<file path="config.mk">
export PLATFORM = sky130hd
export DESIGN_NAME = fifo_sync_flat
export DESIGN_NICKNAME = d
export VERILOG_FILES = /design/src/rtl/fifo_sync_if.sv /design/src/rtl/fifo_sync.sv /design/src/flat_wrapper.sv
export SDC_FILE = /design/constraint.sdc
export NUM_CORES = 1
export LEC_CHECK = 0
export CORE_UTILIZATION = 25
export DETAILED_ROUTE_END_ITERATION = 12
export GPL_ROUTABILITY_DRIVEN = 0
export SETUP_SLACK_MARGIN = 0.4
export SYNTH_ARGS = -nofsm -noshare
export SYNTH_HDL_FRONTEND = slang
export SYNTH_SLANG_ARGS = --single-unit
</file>
<file path="constraint.sdc">
create_clock -name clk -period 4.3 [get_ports clk]
set_clock_uncertainty 0.15 [all_clocks]
set_input_delay 1.075 -clock clk [delete_from_list [all_inputs] [get_ports clk]]
set_output_delay 1.075 -clock clk [all_outputs]
set_load 0.01 [all_outputs]
</file>
<file path="src/rtl/fifo_sync_if.sv">
// Handshake/data bundle between a stream producer/consumer and fifo_sync.
// The master side drives requests; the slave side (the FIFO) returns data and status.
interface fifo_sync_if #(
  parameter int unsigned DATA_W = 32,
  parameter int unsigned ADDR_W = 4
);
  logic              clr;
  logic              wr_en;
  logic [DATA_W-1:0] wr_data;
  logic              rd_en;
  logic [DATA_W-1:0] rd_data;
  logic              empty;
  logic              full;
  logic              almost_empty;
  logic              almost_full;
  logic [ADDR_W:0]   level;
  logic              overflow;
  logic              underflow;

  modport master (
    output clr, wr_en, wr_data, rd_en,
    input  rd_data, empty, full, almost_empty, almost_full, level, overflow, underflow
  );

  modport slave (
    input  clr, wr_en, wr_data, rd_en,
    output rd_data, empty, full, almost_empty, almost_full, level, overflow, underflow
  );
endinterface

</file>
<file path="src/rtl/fifo_sync.sv">
// Single-clock show-ahead FIFO on a flop array: occupancy count, almost-full/empty
// thresholds, synchronous flush and sticky overflow/underflow flags.
module fifo_sync #(
  parameter int unsigned DATA_W    = 32,
  parameter int unsigned ADDR_W    = 4,
  parameter int unsigned AFULL_TH  = (2 ** ADDR_W) - 2,
  parameter int unsigned AEMPTY_TH = 1
) (
  input logic        clk,
  input logic        nRST,
  fifo_sync_if.slave bus
);
  localparam int unsigned DEPTH = 2 ** ADDR_W;

  localparam logic [ADDR_W:0] DepthLvl  = {1'b1, {ADDR_W{1'b0}}};
  localparam logic [ADDR_W:0] PtrOne    = {{ADDR_W{1'b0}}, 1'b1};
  localparam logic [ADDR_W:0] AfullLvl  = (ADDR_W + 1)'(AFULL_TH);
  localparam logic [ADDR_W:0] AemptyLvl = (ADDR_W + 1)'(AEMPTY_TH);

  logic [DATA_W-1:0] r_mem [DEPTH];
  logic [ADDR_W:0]   r_wr_ptr;
  logic [ADDR_W:0]   r_rd_ptr;
  logic              r_overflow;
  logic              r_underflow;

  logic [ADDR_W:0] w_level;
  logic            w_empty;
  logic            w_full;
  logic            w_rd_acc;
  logic            w_wr_acc;

  assign w_level  = r_wr_ptr - r_rd_ptr;
  assign w_empty  = (w_level == '0);
  assign w_full   = (w_level == DepthLvl);
  assign w_rd_acc = bus.rd_en & ~w_empty;
  // A read in the same cycle frees the slot, so a full FIFO still takes the write.
  assign w_wr_acc = bus.wr_en & (~w_full | w_rd_acc);

  always_ff @(posedge clk or negedge nRST) begin
    if (!nRST) begin
      r_wr_ptr    <= '0;
      r_rd_ptr    <= '0;
      r_overflow  <= 1'b0;
      r_underflow <= 1'b0;
      for (int i = 0; i < DEPTH; i++) begin
        r_mem[i] <= '0;
      end
    end else if (bus.clr) begin
      r_wr_ptr    <= '0;
      r_rd_ptr    <= '0;
      r_overflow  <= 1'b0;
      r_underflow <= 1'b0;
    end else begin
      if (w_wr_acc) begin
        r_mem[r_wr_ptr[ADDR_W-1:0]] <= bus.wr_data;
        r_wr_ptr                    <= r_wr_ptr + PtrOne;
      end
      if (w_rd_acc) begin
        r_rd_ptr <= r_rd_ptr + PtrOne;
      end
      if (bus.wr_en && !w_wr_acc) begin
        r_overflow <= 1'b1;
      end
      if (bus.rd_en && w_empty) begin
        r_underflow <= 1'b1;
      end
    end
  end

  assign bus.rd_data      = r_mem[r_rd_ptr[ADDR_W-1:0]];
  assign bus.empty        = w_empty;
  assign bus.full         = w_full;
  assign bus.level        = w_level;
  assign bus.almost_empty = (w_level <= AemptyLvl);
  assign bus.almost_full  = (w_level >= AfullLvl);
  assign bus.overflow     = r_overflow;
  assign bus.underflow    = r_underflow;
endmodule

</file>
<file path="src/flat_wrapper.sv">
// flat-port wrapper written by rule: the top's interface ports become plain ports
module fifo_sync_flat 
#(
  parameter int unsigned DATA_W    = 32,
  parameter int unsigned ADDR_W    = 4,
  parameter int unsigned AFULL_TH  = (2 ** ADDR_W) - 2,
  parameter int unsigned AEMPTY_TH = 1
)
  (clk, nRST, bus_clr, bus_wr_en, bus_wr_data, bus_rd_en, bus_rd_data, bus_empty, bus_full, bus_almost_empty, bus_almost_full, bus_level, bus_overflow, bus_underflow);
  fifo_sync_if #(.DATA_W(DATA_W), .ADDR_W(ADDR_W)) bus_i ();
  input logic clk;
  input logic nRST;
  input wire logic [$bits(bus_i.clr)-1:0] bus_clr;
  input wire logic [$bits(bus_i.wr_en)-1:0] bus_wr_en;
  input wire logic [$bits(bus_i.wr_data)-1:0] bus_wr_data;
  input wire logic [$bits(bus_i.rd_en)-1:0] bus_rd_en;
  output wire logic [$bits(bus_i.rd_data)-1:0] bus_rd_data;
  output wire logic [$bits(bus_i.empty)-1:0] bus_empty;
  output wire logic [$bits(bus_i.full)-1:0] bus_full;
  output wire logic [$bits(bus_i.almost_empty)-1:0] bus_almost_empty;
  output wire logic [$bits(bus_i.almost_full)-1:0] bus_almost_full;
  output wire logic [$bits(bus_i.level)-1:0] bus_level;
  output wire logic [$bits(bus_i.overflow)-1:0] bus_overflow;
  output wire logic [$bits(bus_i.underflow)-1:0] bus_underflow;
  assign bus_i.clr = bus_clr;
  assign bus_i.wr_en = bus_wr_en;
  assign bus_i.wr_data = bus_wr_data;
  assign bus_i.rd_en = bus_rd_en;
  assign bus_rd_data = bus_i.rd_data;
  assign bus_empty = bus_i.empty;
  assign bus_full = bus_i.full;
  assign bus_almost_empty = bus_i.almost_empty;
  assign bus_almost_full = bus_i.almost_full;
  assign bus_level = bus_i.level;
  assign bus_overflow = bus_i.overflow;
  assign bus_underflow = bus_i.underflow;
  fifo_sync #(.DATA_W(DATA_W), .ADDR_W(ADDR_W), .AFULL_TH(AFULL_TH), .AEMPTY_TH(AEMPTY_TH)) u_core (.clk(clk), .nRST(nRST), .bus(bus_i));
endmodule
</file>
==> results.tsv, run 1 <==
metric	value	unit
fin_crit_sh	0.959	
remaining_drc_errors	0	
sw_frac_of_total	0.293	
clock_path_buffers	3	
clk_pin_slew_worst_paths	0.06	ns
fin_area	0.0296	mm^2
crit_path_max_fanout	5	
p_per_area	580	mW/mm^2
crit_arrival	2.90	ns
postPlaceCellArea	0.0266	mm^2
nets	1609	
hold_class	in2async	
grt_pass1_vias	15000	
drv_cap	0	
p_leak	13.5	nW
first_pass_iters	4	
setup_violations	0	
yosysUniqueCellTypes	46	
timing.rr.start	u_core.r_rd_ptr[0]	
hold_viol_final	0	
met3_usage	0.0209	
io_buffer_count	79	
sequentialPowerShare	0.368	
finalSetupTns	0	ns
synth_area_leaders	dfrtp_1, mux2_2, mux4_2	
rsz0062_at_grt	true	
tritoncts	built	
die-area	0.0978	mm^2
synth-seq-area-share	0.543	
synthFlopType	dfrtp_1	
htreeDepth	2	
syn_nets	1492	
n_antenna_cell	0	
wl	64.4	mm
ios	80	
grt_util_met1	0.168	
synth_edf_count	0	
ys_ff_latch	524	
cts_sinks	524	
max-vdd-ir-drop	0.000291	V
power.share.clock	0.279	
avgSynthCellArea	16.7	um^2
vias	13500	
slew_viol_final	0	
startpoint_type	flop	
r2r_setup_slack	0.49	ns
vias_per_cell	4.71	
worstSetupEndpoint	bus_rd_data[11]	
syn_inst	1445	
end_kind	output pin	
reg2reg_to	u_core.r_mem[175]	
antenna_left	0	
core_area	0.0953	mm^2
outcome	complete, no violations	
grt.met2_usage	0.226	
fmax	242	MHz
tightest_slew	1.10	ns
grt_pass1_wl	97.3	mm
busiest_layer	met2	
wl_per_cell	22.4	um
cts_root_buffer	clkbuf_16	
drive_above_1_share	0.570	
initial_core_util	0.253	
gr-total-overflow	0	
yosys_warnings	0	
syn_to_final_growth	22.7	%
grt_usage	0.131	
first_iter_violations	746	
synth_top_cell_area_share	0.543	
cts-hold-fix-buffers	0	
post-route-min-period	4.12	ns
antenna_found_initial	3	
die-width	313	um
syn_area	0.0241	mm^2
crit_required	3.07	ns
dp_hpwl	35.0	mm
rows	113	
reg2reg_depth	11	
cts_made_buffers	56	
grt_max_degree	86	
worstSetupStartpoint	u_core.r_rd_ptr[0]	
switching_power	5.03	mW
clk_latency	0.62	ns
ys_async_sr_fraction	1.00	
die_y	313	um
p_int	12.2	mW
slew_headroom	0.269	
yosys.area.top_type	dfrtp_1	
comb_power_share	0.353	
path_class	reg2out	
[area by class of cell]
type	instances	area, um^2
Fill cell	9233	65700
Sequential cell	524	13100
Multi-Input combinational cell	781	10500
Timing Repair Buffer	187	2580
Clock buffer	85	1660
Tap cell	1265	1580
Clock inverter	17	176
Inverter	12	47.5
[flip-flops by register name (all words and copies together), names as in the netlist]
signal,flops
u_core.bus.underflow,1
u_core.r_wr_ptr,5
u_core.bus.overflow,1
u_core.r_mem,512
u_core.r_rd_ptr,5
[cell usage after synthesis, types with 6 or more instances]
cell and n:
nor2_1 13, clkbuf_1 57, o211ai_4 8, buf_1 20, mux4_2 160, inv_1 11, nand2_1 6, o211ai_2 8
buf_2 25, dfrtp_1 524, a21oi_1 7, mux2_1 33, ha_1 9, mux2_2 481, buf_6 22
[repair_timing]
item | CTS | global route
cloned | 12 | 4
pin swaps | 3 | 6
resized for setup | 222 | 27
setup endpoints to repair | 38 | 225
buffers inserted | 35 | 4
[critical path: stages, from the launching register on]
cell     delay, ns
dfrtp_4       0.51
buf_12        0.14
buf_16        0.14
buf_12        0.14
buf_16        0.14
mux4_2        0.42
mux4_2        0.58
buf_6         0.17
[power groups by stage]
stage	Combinational, mW	Sequential (mW)	Clock, mW
floorplan	3.14	6.21	0
CTS	5.98	6.31	4.96
detailed placement	4.99	6.40	0
global placement	4.89	6.34	0
global route	6.48	6.43	5.15
finish	6.07	6.32	4.80
[metrics by stage]
step                 util  power [mW]  std cells  hold WS, ns  setup WS (ns)
floorplan               -        9.35       1445        0.309          0.409
global placement    0.280        11.2       2714        0.319          0.367
detailed placement  0.280        11.4       2714        0.329          0.333
CTS                 0.309        17.3       2863        0.337          0.118
global route        0.311        18.1       2871        0.353          0.109
finish              0.311        17.2       2871        0.323          0.175
[layout by cell type, fill, tap and decap left out, types with 7 or more instances in the layout]
master,n
buf_12,35
buf_16,18
buf_4,37
buf_6,38
clkbuf_1,14
clkbuf_16,60
clkbuf_8,15
clkdlybuf4s50_1,39
dfrtp_1,520
ha_1,7
inv_1,8
mux2_1,33
mux2_2,481
mux4_2,160
nor2_1,12
o211ai_4,16
[worst min-delay path by stage]
stage,startpoint,endpoint,cells after the start
2_1_floorplan,u_core.r_mem[63],u_core.r_mem[63],1
3_3_place_gp,u_core.r_mem[63],u_core.r_mem[63],1
3_5_place_dp,u_core.r_mem[411],u_core.r_mem[411],1
4_1_cts,nRST,u_core.bus.underflow,1
5_1_grt,u_core.r_mem[411],u_core.r_mem[411],1
6_report,nRST,u_core.bus.underflow,1
[per-layer routing]
layer  routed length, um  up-vias
met5                  13        -
met4                1980        2
met3                2390      113
met2               32600      268
met1               27400     7397
li1                    -     5729
[cells by family after synthesis]
group | synth area share
xor gates and xnor gates | 0.000726
AOI/OAI and AO/OA | 0.0189
muxes | 0.389
and+or+nand+nor | 0.0121
DFF | 0.543
buffers and inverters | 0.0305
adders and majority gates | 0.00549
No activity file was read; power rests on OpenSTA's default activity.
==> run 2, diff against run 1 <==
Settings changed: REMOVE_ABC_BUFFERS set to 1.
==> run 2 against run 1 <==
Compared with the run above: worst setup slack got worse by 0.0082 ns; sequential power barely moved; largest power group unchanged; fmax fell by 0.20%; combinational power rose by 1%; final area barely moved; critical path type unchanged; global-route usage barely moved.
==> results.tsv, run 2 (same netlist as run 1, synthesis figures left out) <==
metric	value	unit
outcome	complete, no violations	
cts_made_buffers	56	
grt_pass1_wl	96.9	mm
drv_cap	0	
fin_area	0.0297	mm^2
remaining_drc_errors	0	
rsz0062_at_grt	true	
cp_common_cell	buf_12	
cpPeakStageDelay	0.50	ns
postPlaceCellArea	0.0266	mm^2
regMostFlops	u_core.r_mem	
slew_headroom	0.263	
nets	1626	
largest_reg_flops	512	
die-area	0.0978	mm^2
path_class	reg2out	
cts_sinks	524	
wl_per_cell	22.1	um
finalSetupTns	0	ns
reg.largest.list	u_core.r_mem x512, u_core.r_rd_ptr x5, u_core.r_wr_ptr x5	
die-width	313	um
timing.rr.start	u_core.r_rd_ptr[0]	
hp-start	u_core.r_mem[219]	
first_iter_violations	698	
post-route-min-period	4.13	ns
vias_per_cell	4.68	
cts_root_buffer	clkbuf_16	
max-vdd-ir-drop	0.000282	V
slew_viol_final	0	
antenna_found_initial	3	
n_antenna_cell	0	
first_pass_iters	5	
final_util	0.311	
vias	13500	
hold_class	reg2reg	
syn_to_final_growth	22.8	%
holdWs	0.338	ns
min_to	u_core.r_mem[219]	
clk_latency	0.62	ns
setup_violations	0	
die_y	313	um
crit_path_max_fanout	6	
antenna_left	0	
tritoncts	built	
end_kind	output pin	
htreeDepth	2	
core_area	0.0953	mm^2
path_buf_inv	6	
tightest_slew	1.11	ns
p_leak	13.5	nW
cp_slowest_cell	dfrtp_4	
clk_pin_slew_worst_paths	0.06	ns
fmax	242	MHz
reg2reg_depth	10	
grt_usage	0.131	
setup_slack	0.167	ns
grt_max_degree	117	
drive_above_1_share	0.577	
r2r_setup_slack	0.50	ns
initial_core_util	0.253	
hold_depth	1	
cp_top_family	multiplexers	
dp_hpwl	36.3	mm
clock_path_buffers	3	
wl	63.6	mm
hold_viol_final	0	
gr-total-overflow	0	
layout.cells.most_common	dfrtp_1	
io_buffer_count	79	
startpoint_type	flop	
ios	80	
crit_arrival	2.91	ns
reg2reg_to	u_core.r_mem[285]	
fill_cells	9259	
rows	113	
worstPathCellList	buf_12 -> buf_12 -> buf_16 -> buf_16 -> buf_12 -> mux4_2 -> mux4_2 -> buf_6	
final_cell_mix	dfrtp_1, mux2_2, mux4_2	
grt_pass1_vias	14800	
p_per_area	585	mW/mm^2
crit_required	3.07	ns
pre_cts_ws	0.359	ns
fin_crit_sh	0.961	
run 2: cell type report:
cell class                      instances  area [um^2]  area share
Clock buffer                           74         1540      0.0519
Clock inverter                         24          309      0.0104
Inverter                               12         50.0     0.00169
Multi-Input combinational cell        781        10500       0.353
Sequential cell                       524        13100       0.443
Tap cell                             1265         1580      0.0534
Timing Repair Buffer                  204         2590      0.0873
run 2: worst reg2reg max path, cell delays in order, from the launching register on:
cell      delay, ns
dfrtp_4        0.50
buf_4          0.15
ha_4           0.15
inv_2          0.06
fa_2           0.44
or3_4          0.39
a2111o_2       0.38
buf_4          0.29
o211ai_4       0.28
buf_4          0.46
mux2_2         0.42
run 2: worst max path at each step:
stage                  startpoint           endpoint  slack [ns]  cells past startpoint
2_1_floorplan  u_core.r_rd_ptr[0]  u_core.r_mem[384]       -4.67                      8
3_3_place_gp   u_core.r_wr_ptr[2]   bus_almost_empty        0.34                      6
3_5_place_dp   u_core.r_rd_ptr[0]    bus_rd_data[21]        0.36                      5
4_1_cts        u_core.r_rd_ptr[0]    bus_rd_data[27]        0.13                      8
5_1_grt        u_core.r_rd_ptr[0]    bus_rd_data[27]         0.1                      8
6_report       u_core.r_rd_ptr[0]    bus_rd_data[24]        0.17                      8
run 2: what timing repair did:
item,4_1_cts,5_1_grt
hold buffers,0,0
setup endpoints to repair,38,62
pin swaps,5,6
gates cloned,15,0
gates resized for setup,250,23
setup buffers,38,11
run 2: metal layers:
layer / track usage / share of wire / wire (um)
met5: 0 / 0.00035 / 22
met2: 0.222 / 0.50 / 31700
met1: 0.171 / 0.44 / 27700
met3: 0.0238 / 0.040 / 2570
met4: 0.0379 / 0.026 / 1650
run 2: stage by stage:
stage / power, mW / std cells
after detailed placement: 11.4 / 2722
after CTS: 17.4 / 2873
after global routing: 18.2 / 2884
after floorplan: 9.40 / 1317
after global placement: 11.3 / 2722
final: 17.4 / 2884
run 2: power by group:
| group | internal [mW] | switching (mW) | total, mW |
|---|---|---|---|
| sequential | 5.86 | 0.472 | 6.33 |
| combinational | 3.62 | 2.53 | 6.15 |
| clock | 2.87 | 2.00 | 4.87 |
| total | 12.4 | 5.00 | 17.4 |
